### config.mk
export PLATFORM = sky130hd
export DESIGN_NAME = sram_bank_controller
export DESIGN_NICKNAME = d
export VERILOG_FILES = /design/src/rtl/sram_bank_controller.sv
export SDC_FILE = /design/constraint.sdc
export NUM_CORES = 1
export LEC_CHECK = 0
export ABC_AREA = 1
export CORE_AREA = 10 10 71 73
export CTS_BUF_LIST = sky130_fd_sc_hd__clkbuf_4
export DETAILED_ROUTE_END_ITERATION = 8
export DIE_AREA = 0 0 81 83
export GPL_TIMING_DRIVEN = 0
export PLACE_DENSITY_LB_ADDON = 0.08
export SYNTH_ARGS = -nofsm -noshare
export SYNTH_HDL_FRONTEND = slang
export SYNTH_SLANG_ARGS = --single-unit
### constraint.sdc
create_clock -name i_CLK -period 1.4 [get_ports i_CLK]
set_input_delay 0.28 -clock i_CLK [delete_from_list [all_inputs] [get_ports i_CLK]]
set_output_delay 0.28 -clock i_CLK [all_outputs]
set_load 0.005 [all_outputs]
### src/rtl/sram_bank_controller.sv
// sram_bank_controller: async CPU strobe to per-bank SRAM CE/WE/RE sequencer.
// Optional write protect input i_WP when SRAM_WRITE_PROTECT_EN is defined.
module sram_bank_controller #(
    parameter int BANKS     = 2,
    parameter int WE_CYCLES = 3
) (
    input  logic             i_CLK,
    input  logic             i_RST,
    input  logic [BANKS-1:0] i_CS,
    input  logic             i_RW,
    input  logic             i_E,
`ifdef SRAM_WRITE_PROTECT_EN
    input  logic [BANKS-1:0] i_WP,
`endif
    output logic [BANKS-1:0] o_CE,
    output logic             o_CE2,
    output logic             o_WE,
    output logic             o_RE,
    output logic             o_BUSY,
    output logic             o_ERR
);

    localparam int IW = (BANKS > 1) ? $clog2(BANKS) : 1;
    localparam logic [3:0] WE_LAST = 4'(WE_CYCLES);

    typedef enum logic [1:0] {IDLE, READ, WRITE, HOLD} state_t;

    logic             e_m, e_s, e_prev;
    logic             rw_m, rw_s;
    logic [BANKS-1:0] cs_m, cs_s;
    logic [1:0]       fill_q;
    logic             armed_q;
    logic             e_rise, e_fall;

    state_t           state_q, state_n;
    logic [3:0]       cnt_q, cnt_n;
    logic [IW-1:0]    idx_q, idx_n;
    logic             prot_q, prot_n;

    logic [3:0]       cs_cnt;
    logic [IW-1:0]    cs_idx;
    logic             wp_hit;

    logic [BANKS-1:0] ce_n;
    logic             ce2_n, we_n, re_n, busy_n, err_n;

    // A strobe left high across reset must be seen low before it can
    // start a cycle, so arming waits for a real synchronized low sample.
    assign e_rise = e_s & ~e_prev & armed_q;
    assign e_fall = ~e_s & e_prev;

    // Two-flop synchronizers, edge history and post-reset arming.
    always_ff @(posedge i_CLK) begin
        if (i_RST) begin
            e_m     <= 1'b0;
            e_s     <= 1'b0;
            e_prev  <= 1'b0;
            rw_m    <= 1'b0;
            rw_s    <= 1'b0;
            cs_m    <= '0;
            cs_s    <= '0;
            fill_q  <= '0;
            armed_q <= 1'b0;
        end else begin
            e_m     <= i_E;
            e_s     <= e_m;
            e_prev  <= e_s;
            rw_m    <= i_RW;
            rw_s    <= rw_m;
            cs_m    <= i_CS;
            cs_s    <= cs_m;
            fill_q  <= {fill_q[0], 1'b1};
            armed_q <= armed_q | (fill_q[1] & ~e_s);
        end
    end

`ifdef SRAM_WRITE_PROTECT_EN
    logic [BANKS-1:0] wp_m, wp_s;

    // Write-protect synchronizer, same depth as the bank select.
    always_ff @(posedge i_CLK) begin
        if (i_RST) begin
            wp_m <= '0;
            wp_s <= '0;
        end else begin
            wp_m <= i_WP;
            wp_s <= wp_m;
        end
    end
`endif

    // Decode select population and index, next state and next outputs.
    always_comb begin
        cs_cnt = '0;
        cs_idx = '0;
        wp_hit = 1'b0;
        for (int i = 0; i < BANKS; i++) begin
            if (cs_s[i]) begin
                cs_cnt = cs_cnt + 4'd1;
                cs_idx = IW'(i);
            end
`ifdef SRAM_WRITE_PROTECT_EN
            wp_hit = wp_hit | (cs_s[i] & wp_s[i]);
`endif
        end

        state_n = state_q;
        cnt_n   = cnt_q;
        idx_n   = idx_q;
        prot_n  = prot_q;
        err_n   = 1'b0;

        unique case (state_q)
            IDLE: begin
                if (e_rise) begin
                    if (cs_cnt == 4'd1) begin
                        idx_n = cs_idx;
                        if (rw_s) begin
                            state_n = READ;
                        end else begin
                            state_n = WRITE;
                            cnt_n   = 4'd1;
                            prot_n  = wp_hit;
                            err_n   = wp_hit;
                        end
                    end else if (cs_cnt > 4'd1) begin
                        err_n = 1'b1;
                    end
                end
            end
            READ: begin
                if (e_fall) state_n = IDLE;
            end
            WRITE: begin
                if (cnt_q == WE_LAST) begin
                    state_n = e_fall ? IDLE : HOLD;
                    cnt_n   = '0;
                end else if (e_fall) begin
                    state_n = IDLE;
                    cnt_n   = '0;
                    err_n   = 1'b1;
                end else begin
                    cnt_n = cnt_q + 4'd1;
                end
            end
            HOLD: begin
                if (e_fall) state_n = IDLE;
            end
            default: begin
                state_n = IDLE;
                cnt_n   = '0;
            end
        endcase

        ce_n   = '1;
        ce2_n  = 1'b0;
        we_n   = 1'b1;
        re_n   = 1'b1;
        busy_n = (state_n != IDLE);
        if (state_n != IDLE) begin
            ce2_n = 1'b1;
            for (int i = 0; i < BANKS; i++) begin
                if (IW'(i) == idx_n) ce_n[i] = 1'b0;
            end
        end
        if (state_n == READ) re_n = 1'b0;
        if (state_n == WRITE && !prot_n) we_n = 1'b0;
    end

    // State, counter and every output register update on one edge.
    always_ff @(posedge i_CLK) begin
        if (i_RST) begin
            state_q <= IDLE;
            cnt_q   <= '0;
            idx_q   <= '0;
            prot_q  <= 1'b0;
            o_CE    <= '1;
            o_CE2   <= 1'b0;
            o_WE    <= 1'b1;
            o_RE    <= 1'b1;
            o_BUSY  <= 1'b0;
            o_ERR   <= 1'b0;
        end else begin
            state_q <= state_n;
            cnt_q   <= cnt_n;
            idx_q   <= idx_n;
            prot_q  <= prot_n;
            o_CE    <= ce_n;
            o_CE2   <= ce2_n;
            o_WE    <= we_n;
            o_RE    <= re_n;
            o_BUSY  <= busy_n;
            o_ERR   <= err_n;
        end
    end

endmodule

==> flow_summary_export.csv <==
group,metric,value,unit
setup_path,cp.arrival,1.02,ns
power_and_ir_drop,intPower,0.889,mW
grt,grt_max_degree,15,
grt,grt_pass1_vias,760,
finish,syn2layout_area_growth,22.4,%
synthesis,yosysTopAreaCellShare,52.7,%
cts,insertion_delay,0.31,ns
power_and_ir_drop,ir_drop,0.000765,V
timing,fin_crit,1.30,ns
cts,cts_resized,8,
timing,hold_viol,0,
finish,fill_cells,410,
grt,antenna_found_initial,0,
cts,tritoncts,"done",
floorplanning,start_util,27.2,%
setup_path,critical_path_class,"flip-flop to output port",
grt,grt_pass1_wl,3.31,mm
timing,setup_viol,0,
power_and_ir_drop,p_clk_share,27.4,%
route,totalWireLength,1.74,mm
route,drtIter0Drc,33,
job,maxCapViolations,0,
timing,finalCritPeriodShare,92.9,%
min_path,hold_start,"i_RST",
placement,gp_routability_congestion,0.746,
floorplanning,die_w,81,um
power_and_ir_drop,p_sw_share,21.9,%
route,num_vias,762,
cts,cts-root-buf,"clkbuf_4",
finish,register_area,524,um^2
floorplanning,die_h,83,um
cts,clkTransAtPathRegs,0.13,ns
synthesis,yosys.area.top_type,"dfxtp_1",
grt,grt-ovfl-total,0,
cts,ctsHoldBuffers,0,
route,antenna_left,0,
power_and_ir_drop,seqPwrFrac,67.4,%
synthesis,syn_nets,134,
floorplanning,placeableCoreArea,3630,um^2
placement,dp_hpwl,1.36,mm
synthesis,synth_cell_types,16,
run_status,status,"completed",
setup_path,cp_max_fo,2,
power_and_ir_drop,comb_power_share,5.2,%
finish,drive_above_1_share,17.0,%
synthesis,syn-cell-area,988,um^2
timing,fmax,769,MHz
grt,grt.total_usage,6.05,%
synthesis,ys_seq_area_share,52.7,%
timing,slew_violations,0,
setup_path,end_kind,"output port",
cts,cts_buffers,3,
finish,multi_input_area,393,um^2
setup_path,r2r_start,"cs_s[1]",
power_and_ir_drop,switching_power,0.249,mW
synthesis,netlist_instances,126,
placement,port_buffers,11,
power_and_ir_drop,leakagePower,0.546,nW
synthesis,yosys-top-cells-count,"dfxtp_1 (26), nand2_1 (26), inv_1 (21)",
synthesis,yosysWarnings,0,
route,first_pass_iters,2,
synthesis,synth_area_leaders,"dfxtp_1 (53%), nand2_1 (9.9%), inv_1 (8.0%)",
setup_path,slowest_stage,"dfxtp_2",
setup_path,cp.required,1.12,ns
synthesis,synth-seq-cells,26,
route,wl_per_cell,9.19,um
cts,clockBufferDepth,2,
timing,hold_ws,0.187,ns
timing,tightest_slew,0.440,ns
setup_path,critPathLaunch,"o_CE2",
finish,antenna_cells,0,
timing,tns,0,ns
synthesis,synthFlopType,"dfxtp_1",
finish,final_core_util,33.3,%
power_and_ir_drop,p_per_area,941,nW/um^2
synthesis,synth_edf_count,0,
synthesis,avgSynthCellArea,7.84,um^2
min_path,min_path_type,"input pin to flip-flop",
floorplanning,fp-row-count,22,
floorplanning,die_area,6720,um^2
route,drc,0,
setup_path,critPathLaunchType,"flip-flop",
finish,num-nets-final,150,
route,viasPerCell,4.03,
cts,htree_levels,1,
setup_path,crit_chain,"buf_4 > dlygate4sd2_1",
floorplanning,io_pins,13,
synthesis,synthArstFlopShare,0,%
timing,slew_headroom,70.7,%
timing,skew,0.00694,ns
cts,clkSinkCount,26,
timing,rsz0062_at_grt,"no",
setup_path,max_stage_delay,0.34,ns
cts,postCtsSetupBuffers,0,
[cell type report]
| cell class | count | area share [%] |
|---|---|---|
| clock inverters | 1 | 0.310 |
| multi-input cells | 74 | 32.5 |
| repair buffers | 11 | 8.38 |
| plain buffers | 3 | 1.55 |
| inverters | 23 | 7.14 |
| well taps | 48 | 4.96 |
| flip-flops and latches | 26 | 43.3 |
| clock buffers | 3 | 1.86 |
[placed cells by master (no fill, tap or decap)]
| cell type | instances |
|---|---|
| a21oi_1 | 6 |
| buf_4 | 2 |
| clkbuf_1 | 1 |
| clkbuf_4 | 3 |
| clkdlybuf4s50_1 | 4 |
| clkinv_1 | 1 |
| dfxtp_1 | 23 |
| dfxtp_2 | 3 |
| dlygate4sd2_1 | 7 |
| ha_2 | 1 |
| ha_4 | 1 |
| inv_1 | 21 |
| inv_2 | 2 |
| nand2_1 | 25 |
| nand2_2 | 6 |
| nand3_1 | 6 |
| nand3_2 | 1 |
| nand4_1 | 4 |
| nor2_1 | 17 |
| nor2_2 | 2 |
| nor2_4 | 3 |
| o21bai_1 | 1 |
| xor2_1 | 1 |
[state kept, by name, indices dropped and copies added, names as in the netlist]
name / count
fill_q: 2
o_WE: 1
armed_q: 1
idx_q: 1
cs_m: 2
o_ERR: 1
o_CE2: 1
e_s: 1
e_prev: 1
state_q: 2
o_RE: 1
rw_m: 1
cnt_q: 4
e_m: 1
prot_q: 1
o_CE: 2
cs_s: 2
rw_s: 1
[power groups by stage]
| stage | combinational, mW | clock, mW | sequential, mW |
|---|---|---|---|
| 6_report | 0.0591 | 0.312 | 0.767 |
| 5_1_grt | 0.0698 | 0.367 | 0.770 |
| 4_1_cts | 0.0561 | 0.337 | 0.766 |
| 3_5_place_dp | 0.0563 | 0 | 0.782 |
| 3_3_place_gp | 0.0563 | 0 | 0.782 |
| 2_1_floorplan | 0.0355 | 0 | 0.780 |
[worst paths after layout]
kind	end	slack (ns)	cells after the start
setup / recovery	o_CE2	0.1	2
setup reg to reg	o_CE[0]	0.16	8
hold / removal	cnt_q[1]	0.19	2
hold reg to reg	cs_s[0]	0.41	2
[worst max-delay path: cells and delay by family (launching register included)]
kind / cells / cell delay, ns
buf+inv: 2 / 0.36
flops: 1 / 0.34
[through the flow]
step,area (um^2),power [mW],std cells,setup slack [ns]
5_1_grt,1210,1.21,189,0.00888
2_1_floorplan,988,0.816,126,0.218
3_3_place_gp,1160,0.838,185,0.0972
3_5_place_dp,1160,0.838,185,0.103
6_report,1210,1.14,189,0.0991
4_1_cts,1180,1.16,189,0.0624
[kinds of logic (layout without fill, tap and decap cells)]
logic type | after synthesis | count (layout) | synth area share (%)
xor+xnor | 1 | 1 | 0.886
simple gates | 64 | 64 | 29.5
fa+ha+maj | 2 | 2 | 2.53
buf+inv | 26 | 41 | 10.6
flops | 26 | 26 | 52.7
compound gates | 7 | 7 | 3.80
[routing by layer]
metal  part of all wire, %  track usage (%)
met3                   5.5             2.91
met4                   2.1             1.72
met5                     0                0
met1                    46             6.54
met2                    47             10.1
Power figures use the tool's default switching activity.
